$ cat config.mk
export PLATFORM = sky130hd
export DESIGN_NAME = uart_axil_regs
export DESIGN_NICKNAME = d
export VERILOG_FILES = /design/src/rtl/uart_axil_regs.sv
export SDC_FILE = /design/constraint.sdc
export NUM_CORES = 1
export LEC_CHECK = 0
export ABC_AREA = 1
export BUFFER_PORTS_ARGS = -buffer_cell sky130_fd_sc_hd__buf_4
export CORE_MARGIN = 3
export CORE_UTILIZATION = 39
export DETAILED_ROUTE_END_ITERATION = 6
export PLACE_DENSITY = 0.78
export SLEW_MARGIN = 15
export SYNTH_ARGS = -nofsm -noshare
export SYNTH_HDL_FRONTEND = slang
export SYNTH_SLANG_ARGS = --single-unit
$ cat constraint.sdc
create_clock -name clk -period 2.65 [get_ports clk]
set_input_delay 0.53 -clock clk [delete_from_list [all_inputs] [get_ports clk]]
set_output_delay 0.53 -clock clk [all_outputs]
set_load 0.05 [all_outputs]
$ cat src/rtl/uart_axil_regs.sv
// AXI4-Lite register block in front of the UART FIFOs: RXDATA, TXDATA, STATUS, CTRL.
// Define UART_AXIL_IRQ_MASK_EN to make CTRL[8] a writable interrupt enable.
module uart_axil_regs #(
    parameter int ADDR_WIDTH = 4
) (
    input  logic                  clk,
    input  logic                  rst_n,
    input  logic [ADDR_WIDTH-1:0] s_awaddr,
    input  logic                  s_awvalid,
    output logic                  s_awready,
    input  logic [31:0]           s_wdata,
    input  logic [3:0]            s_wstrb,
    input  logic                  s_wvalid,
    output logic                  s_wready,
    output logic [1:0]            s_bresp,
    output logic                  s_bvalid,
    input  logic                  s_bready,
    input  logic [ADDR_WIDTH-1:0] s_araddr,
    input  logic                  s_arvalid,
    output logic                  s_arready,
    output logic [31:0]           s_rdata,
    output logic [1:0]            s_rresp,
    output logic                  s_rvalid,
    input  logic                  s_rready,
    output logic                  rfifo_pop,
    input  logic [31:0]           rfifo_data_out,
    input  logic                  rx_empty,
    output logic                  tfifo_push,
    output logic [31:0]           tfifo_data_in,
    input  logic                  tx_full,
    output logic [31:0]           uart_fifo_ctrl,
    input  logic                  uart_irq,
    output logic                  irq
);

    localparam logic [1:0] RESP_OKAY   = 2'b00;
    localparam logic [1:0] RESP_SLVERR = 2'b10;
    localparam logic [1:0] RESP_DECERR = 2'b11;

    // Valid/ready: a channel transfers on the rising edge where both are high;
    // the sender holds payload stable until then, and every response is held until taken.
    logic                  bus_live;
    logic                  aw_held;
    logic                  w_held;
    logic [ADDR_WIDTH-1:0] aw_addr;
    logic [31:0]           w_data;
    logic [1:0]            w_strb;
    logic [2:0]            ctrl_mode;
    logic                  irq_en;

    logic                  wr_exec;
    logic [1:0]            wr_resp;
    logic                  wr_push;
    logic                  wr_ctrl;
    logic [31:0]           rd_data;
    logic [1:0]            rd_resp;
    logic                  rd_pop;
    logic [31:0]           ctrl_word;
    logic                  unused_bits;

    // Anything set above bit 3 lands outside the four-register window.
    function automatic logic is_unmapped(input logic [ADDR_WIDTH-1:0] a);
        return (a >> 4) != '0;
    endfunction

    assign s_awready      = bus_live && !aw_held && !s_bvalid;
    assign s_wready       = bus_live && !w_held && !s_bvalid;
    assign s_arready      = bus_live && !s_rvalid;
    assign wr_exec        = aw_held && w_held && !s_bvalid;
    assign uart_fifo_ctrl = {29'd0, ctrl_mode};
    assign ctrl_word      = {23'd0, irq_en, 5'd0, ctrl_mode};
    assign unused_bits    = ^{s_wstrb[3:2], w_strb[1], aw_addr[1:0], s_araddr[1:0]};

    always_comb begin
        wr_resp = RESP_OKAY;
        wr_push = 1'b0;
        wr_ctrl = 1'b0;
        if (is_unmapped(aw_addr)) begin
            wr_resp = RESP_DECERR;
        end else begin
            case (aw_addr[3:2])
                2'd0: wr_resp = RESP_SLVERR;
                2'd1: begin
                    if (tx_full) wr_resp = RESP_SLVERR;
                    else         wr_push = 1'b1;
                end
                2'd2: wr_resp = RESP_SLVERR;
                2'd3: wr_ctrl = 1'b1;
            endcase
        end
    end

    always_comb begin
        rd_data = 32'd0;
        rd_resp = RESP_OKAY;
        rd_pop  = 1'b0;
        if (is_unmapped(s_araddr)) begin
            rd_resp = RESP_DECERR;
        end else begin
            case (s_araddr[3:2])
                2'd0: begin
                    if (!rx_empty) begin
                        rd_data = rfifo_data_out;
                        rd_pop  = 1'b1;
                    end
                end
                2'd1: rd_resp = RESP_SLVERR;
                2'd2: rd_data = {29'd0, uart_irq, tx_full, rx_empty};
                2'd3: rd_data = ctrl_word;
            endcase
        end
    end

    always_ff @(posedge clk or negedge rst_n) begin
        if (!rst_n) begin
            bus_live      <= 1'b0;
            aw_held       <= 1'b0;
            w_held        <= 1'b0;
            aw_addr       <= '0;
            w_data        <= 32'd0;
            w_strb        <= 2'd0;
            s_bvalid      <= 1'b0;
            s_bresp       <= RESP_OKAY;
            s_rvalid      <= 1'b0;
            s_rdata       <= 32'd0;
            s_rresp       <= RESP_OKAY;
            rfifo_pop     <= 1'b0;
            tfifo_push    <= 1'b0;
            tfifo_data_in <= 32'd0;
            ctrl_mode     <= 3'd0;
        end else begin
            bus_live   <= 1'b1;
            tfifo_push <= 1'b0;
            rfifo_pop  <= 1'b0;

            if (s_awvalid && s_awready) begin
                aw_held <= 1'b1;
                aw_addr <= s_awaddr;
            end
            if (s_wvalid && s_wready) begin
                w_held <= 1'b1;
                w_data <= s_wdata;
                w_strb <= s_wstrb[1:0];
            end

            if (wr_exec) begin
                aw_held  <= 1'b0;
                w_held   <= 1'b0;
                s_bvalid <= 1'b1;
                s_bresp  <= wr_resp;
                if (wr_push) begin
                    tfifo_push    <= 1'b1;
                    tfifo_data_in <= w_data;
                end
                if (wr_ctrl && w_strb[0]) ctrl_mode <= w_data[2:0];
            end else if (s_bvalid && s_bready) begin
                s_bvalid <= 1'b0;
            end

            if (s_arvalid && s_arready) begin
                s_rvalid  <= 1'b1;
                s_rdata   <= rd_data;
                s_rresp   <= rd_resp;
                rfifo_pop <= rd_pop;
            end else if (s_rvalid && s_rready) begin
                s_rvalid <= 1'b0;
            end
        end
    end

`ifdef UART_AXIL_IRQ_MASK_EN
    always_ff @(posedge clk or negedge rst_n) begin
        if (!rst_n) begin
            irq_en <= 1'b0;
        end else if (wr_exec && wr_ctrl && w_strb[1]) begin
            irq_en <= w_data[8];
        end
    end

    always_ff @(posedge clk or negedge rst_n) begin
        if (!rst_n) irq <= 1'b0;
        else        irq <= uart_irq && irq_en;
    end
`else
    assign irq_en = 1'b0;

    always_ff @(posedge clk or negedge rst_n) begin
        if (!rst_n) irq <= 1'b0;
        else        irq <= uart_irq;
    end
`endif

endmodule

# After elaboration in Yosys (flattened, before gate mapping)

Index checks and enable logic that the tools add are counted.

Register bits after elaboration: 116
Bits of input ports: 86
Output and inout bits: 108

Equal/unequal tests: 6
Mux-type cells: 21
Reduce and logical (&&, ||, !) cells: 26

Operator list:

| cell                                                                   | count |
|---|---|
| 32-bit case mux with 3 select lines                                    | 1 |
| 32-bit 2-to-1 mux                                                      | 1 |
| 1-bit 2-to-1 mux                                                       | 16 |
| 1-bit logical AND                                                      | 13 |
| 2-bit equality test (second input constant)                            | 4 |
| 2-bit nonzero test                                                     | 4 |
| 2-bit by 1-bit equality test with 1-bit output (second input constant) | 2 |
| 1-bit zero test                                                        | 4 |
| 2-bit zero test                                                        | 2 |
| 2-bit 2-to-1 mux                                                       | 2 |
| 2-bit case mux with 2 select lines                                     | 1 |
| 2-bit AND reduction                                                    | 2 |
| 2-bit OR reduction                                                     | 1 |

# Logic depth before layout (Yosys ltp)

Depth in word-level cells: 6
Gate-level depth with buffers: 7

# Least setup slack after synthesis

No wires, ideal clock.

Kind: reg2out
Start point: register s_bvalid
End point: output s_awready
Arrival: 1877 ps
Setup slack: 243 ps
Stages on the path, launching flop included: 2
Buffers on the path: 0
Cell sequence: dfrtp_1 nor3_1

Cells in the longest elaborated chain, start to end: 2

Ends and longest elaborated chain:

| what                     | RTL line | source |
|---|---|---|
| start: declaration       | 16       | `output logic s_bvalid,` |
| start signal: assignment | 122      | `s_bvalid <= 1'b0;` |
| start signal: assignment | 149      | `s_bvalid <= 1'b1;` |
| start signal: assignment | 157      | `s_bvalid <= 1'b0;` |
| 1-bit zero test          | 66       | `assign s_awready = bus_live && !aw_held && !s_bvalid;` |
| 1-bit logical AND        | 66       |  |
| end: declaration         | 10       | `output logic s_awready,` |

Every way passes these cells.

# Worst setup path after layout

Ends and elaborated chain as after synthesis.

==> reports/results.ini <==
[synth]
yosys_warnings=0
synth.avg_cell_area_um2=8.87
synth_top_area_share_pct=59.1
ys_ff_latch=112
synth_area_mm2=0.00474
postSynthCellCount=535
synth_area_leader_cell=dfrtp_1
synth_cell_types=19
seq_area_frac_synth_pct=59.1
ys_top_cells_by_area=dfrtp_1 59%, nand2_1 19%, nand3_1 8.4%, buf_4 6.2%, buf_2 1.1%

[drt]
drt_iter0_markers=268
drtAntennaViolNets=0
wl_um=11700
drc=0
dr_total_vias=3849
first_pass_iters=4
avgViaCountPerCell=4.66
post_drt_wl_per_cell_um=14.2

[critical_path]
arrival_ns=1.43
worst-r2r-cell-count=6
critPathRequiredTime_ns=2.12
regToRegStartpoint=s_bvalid
worstSetupEndpointType=output port
slowest_stage=dfrtp_1
reg2reg_slack_ns=0.86
path_class=flop to output port
timing.rr.end=tfifo_data_in[16]
critPathMaxStageDelay_ns=0.47
cp_max_fo=5
crit_path_start_kind=flop
path_cells=nor3_1 > buf_4

[power_and_ir_drop]
leakagePower_nw=3.52
total_power_mw=6.84
p_per_area_mw_per_mm2=1120
max-vdd-ir-drop_v=0.000867

[finish]
layout_commonest_cell=nand2_1
n_antenna_cell=0
layout-area-overhead-vs-synth_pct=28.8
fin_util_pct=52.4
finalNetCount=764
fillCellCount=1081
layout_common_cells=246 x nand2_1, 159 x buf_4, 112 x dfrtp_1, 80 x nand3_1, 32 x conb_1
drive_gt1_share_pct=27.2

[sta]
setup_tns_ns=0
hold_ws_ns=0.205
period_share_pct=74.0
tightestPinTransition_ns=0.740
fin_skew_ns=0.00566
setup-violations-final=0
period_minus_slack_ns=1.96
fmax_mhz=510
finalMaxSlewViolations=0
relSlewSlack_pct=50.6
hold_viol_final=0
rsz0062_at_grt=no

[die]
chipWidth_um=116
core_mm2=0.0117
dieArea_mm2=0.0135
rows=39
boundaryPins=194
start_util_pct=40.7
die_h_um=116

[clocking]
htreeDepth=3
cts_tree=built
hold_buffers=0
cts_setup_buffers=0
clk_pin_slew_worst_paths_ns=0.07
cts_resized=0
cts-root-buf=clkbuf_16
clk_latency_ns=0.34
cts_buffers=9
clock_sinks=112
clock_path_buffers=2

[placement]
globalplace.congestion=0.751
hpwl_um=8180
io_buffer_count=155

[grt]
grt_max_degree=64
grt_pass1_wl_um=17800
antenna_found_initial=0
grt_pass1_vias=3576
grt_overflow=0
grtUsageTotal_pct=16.8

[job]
drv_cap=0

[outcome]
status=completed

[hold_path]
min_path_type=input pin to asynchronous set/reset pin

==> power breakdown <==
group          internal [mW]  switching, mW
clock                  0.662          0.581
combinational          0.812           2.08
sequential              2.31          0.396
==> worst max-delay path, delay by kind of cell (launching register included) <==
family	cells	cell delay, ns
buf+inv	1	0.27
flops	1	0.47
simple gates	1	0.36
==> final cells by class <==
class,count,area (um^2),share of cell area [%]
inverter,15,56.3,0.922
clock buffer,13,250,4.10
sequential,112,2800,45.9
clock inverter,3,17.5,0.287
timing repair buffer,160,1210,19.9
tap,143,179,2.93
multi-input combinational,380,1590,26.0
==> flip-flops by register name (all words and copies together), names as in the netlist, 2 cells and up <==
| register | count |
|---|---|
| aw_addr | 2 |
| tfifo_data_in | 32 |
| w_data | 32 |
| ctrl_mode | 3 |
| s_rdata | 32 |
==> per-stage QoR <==
stage | area (um^2) | std cells | worst slack, ns
floorplan | 4860 | 565 | 0.243
global placement | 5840 | 810 | 0.706
detailed placement | 5840 | 810 | 0.658
CTS | 6110 | 826 | 0.694
global route | 6110 | 826 | 0.562
finish | 6110 | 826 | 0.690
==> cells in the mapped netlist <==
| cell type | instances |
|---|---|
| inv_2 | 4 |
| clkbuf_1 | 5 |
| inv_1 | 11 |
| a21oi_1 | 3 |
| buf_4 | 39 |
| buf_6 | 4 |
| nand2_1 | 246 |
| nand3_2 | 2 |
| nand2_2 | 2 |
| nor2_2 | 2 |
| conb_1 | 2 |
| nor3_1 | 1 |
| o21ai_0 | 3 |
| dfrtp_1 | 112 |
| nor3_4 | 2 |
| nor2_1 | 6 |
| nand3_1 | 80 |
| buf_2 | 10 |
| nor2_4 | 1 |
==> layer usage <==
| layer | vias to the layer above | share of wire (%) | GRT usage (%) |
|---|---|---|---|
| met5 | - | 0 | 0 |
| met4 | 0 | 0.77 | 4.87 |
| met3 | 8 | 10 | 5.44 |
| met2 | 173 | 46 | 26.5 |
| met1 | 1777 | 43 | 22.2 |
| li1 | 1891 | - | - |
==> cells by family after synthesis <==
kind of cell	synth area share [%]
buffers and inverters	9.76
other	0.158
and+or+nand+nor	30.4
AOI/OAI and AO/OA	0.633
DFF	59.1
==> worst max-delay path by stage <==
stage                        start          to  slack (ns)  depth (start not counted)
after floorplan           s_bvalid   s_awready        0.24                          1
after global placement    s_wvalid  w_data[30]        0.71                          4
after detailed placement  s_wvalid  w_data[31]        0.66                          4
after CTS                 s_bvalid   s_awready        0.69                          2
after global routing      s_bvalid   s_awready        0.56                          2
final                     s_bvalid   s_awready        0.69                          2
Power figures use the tool's default switching activity.
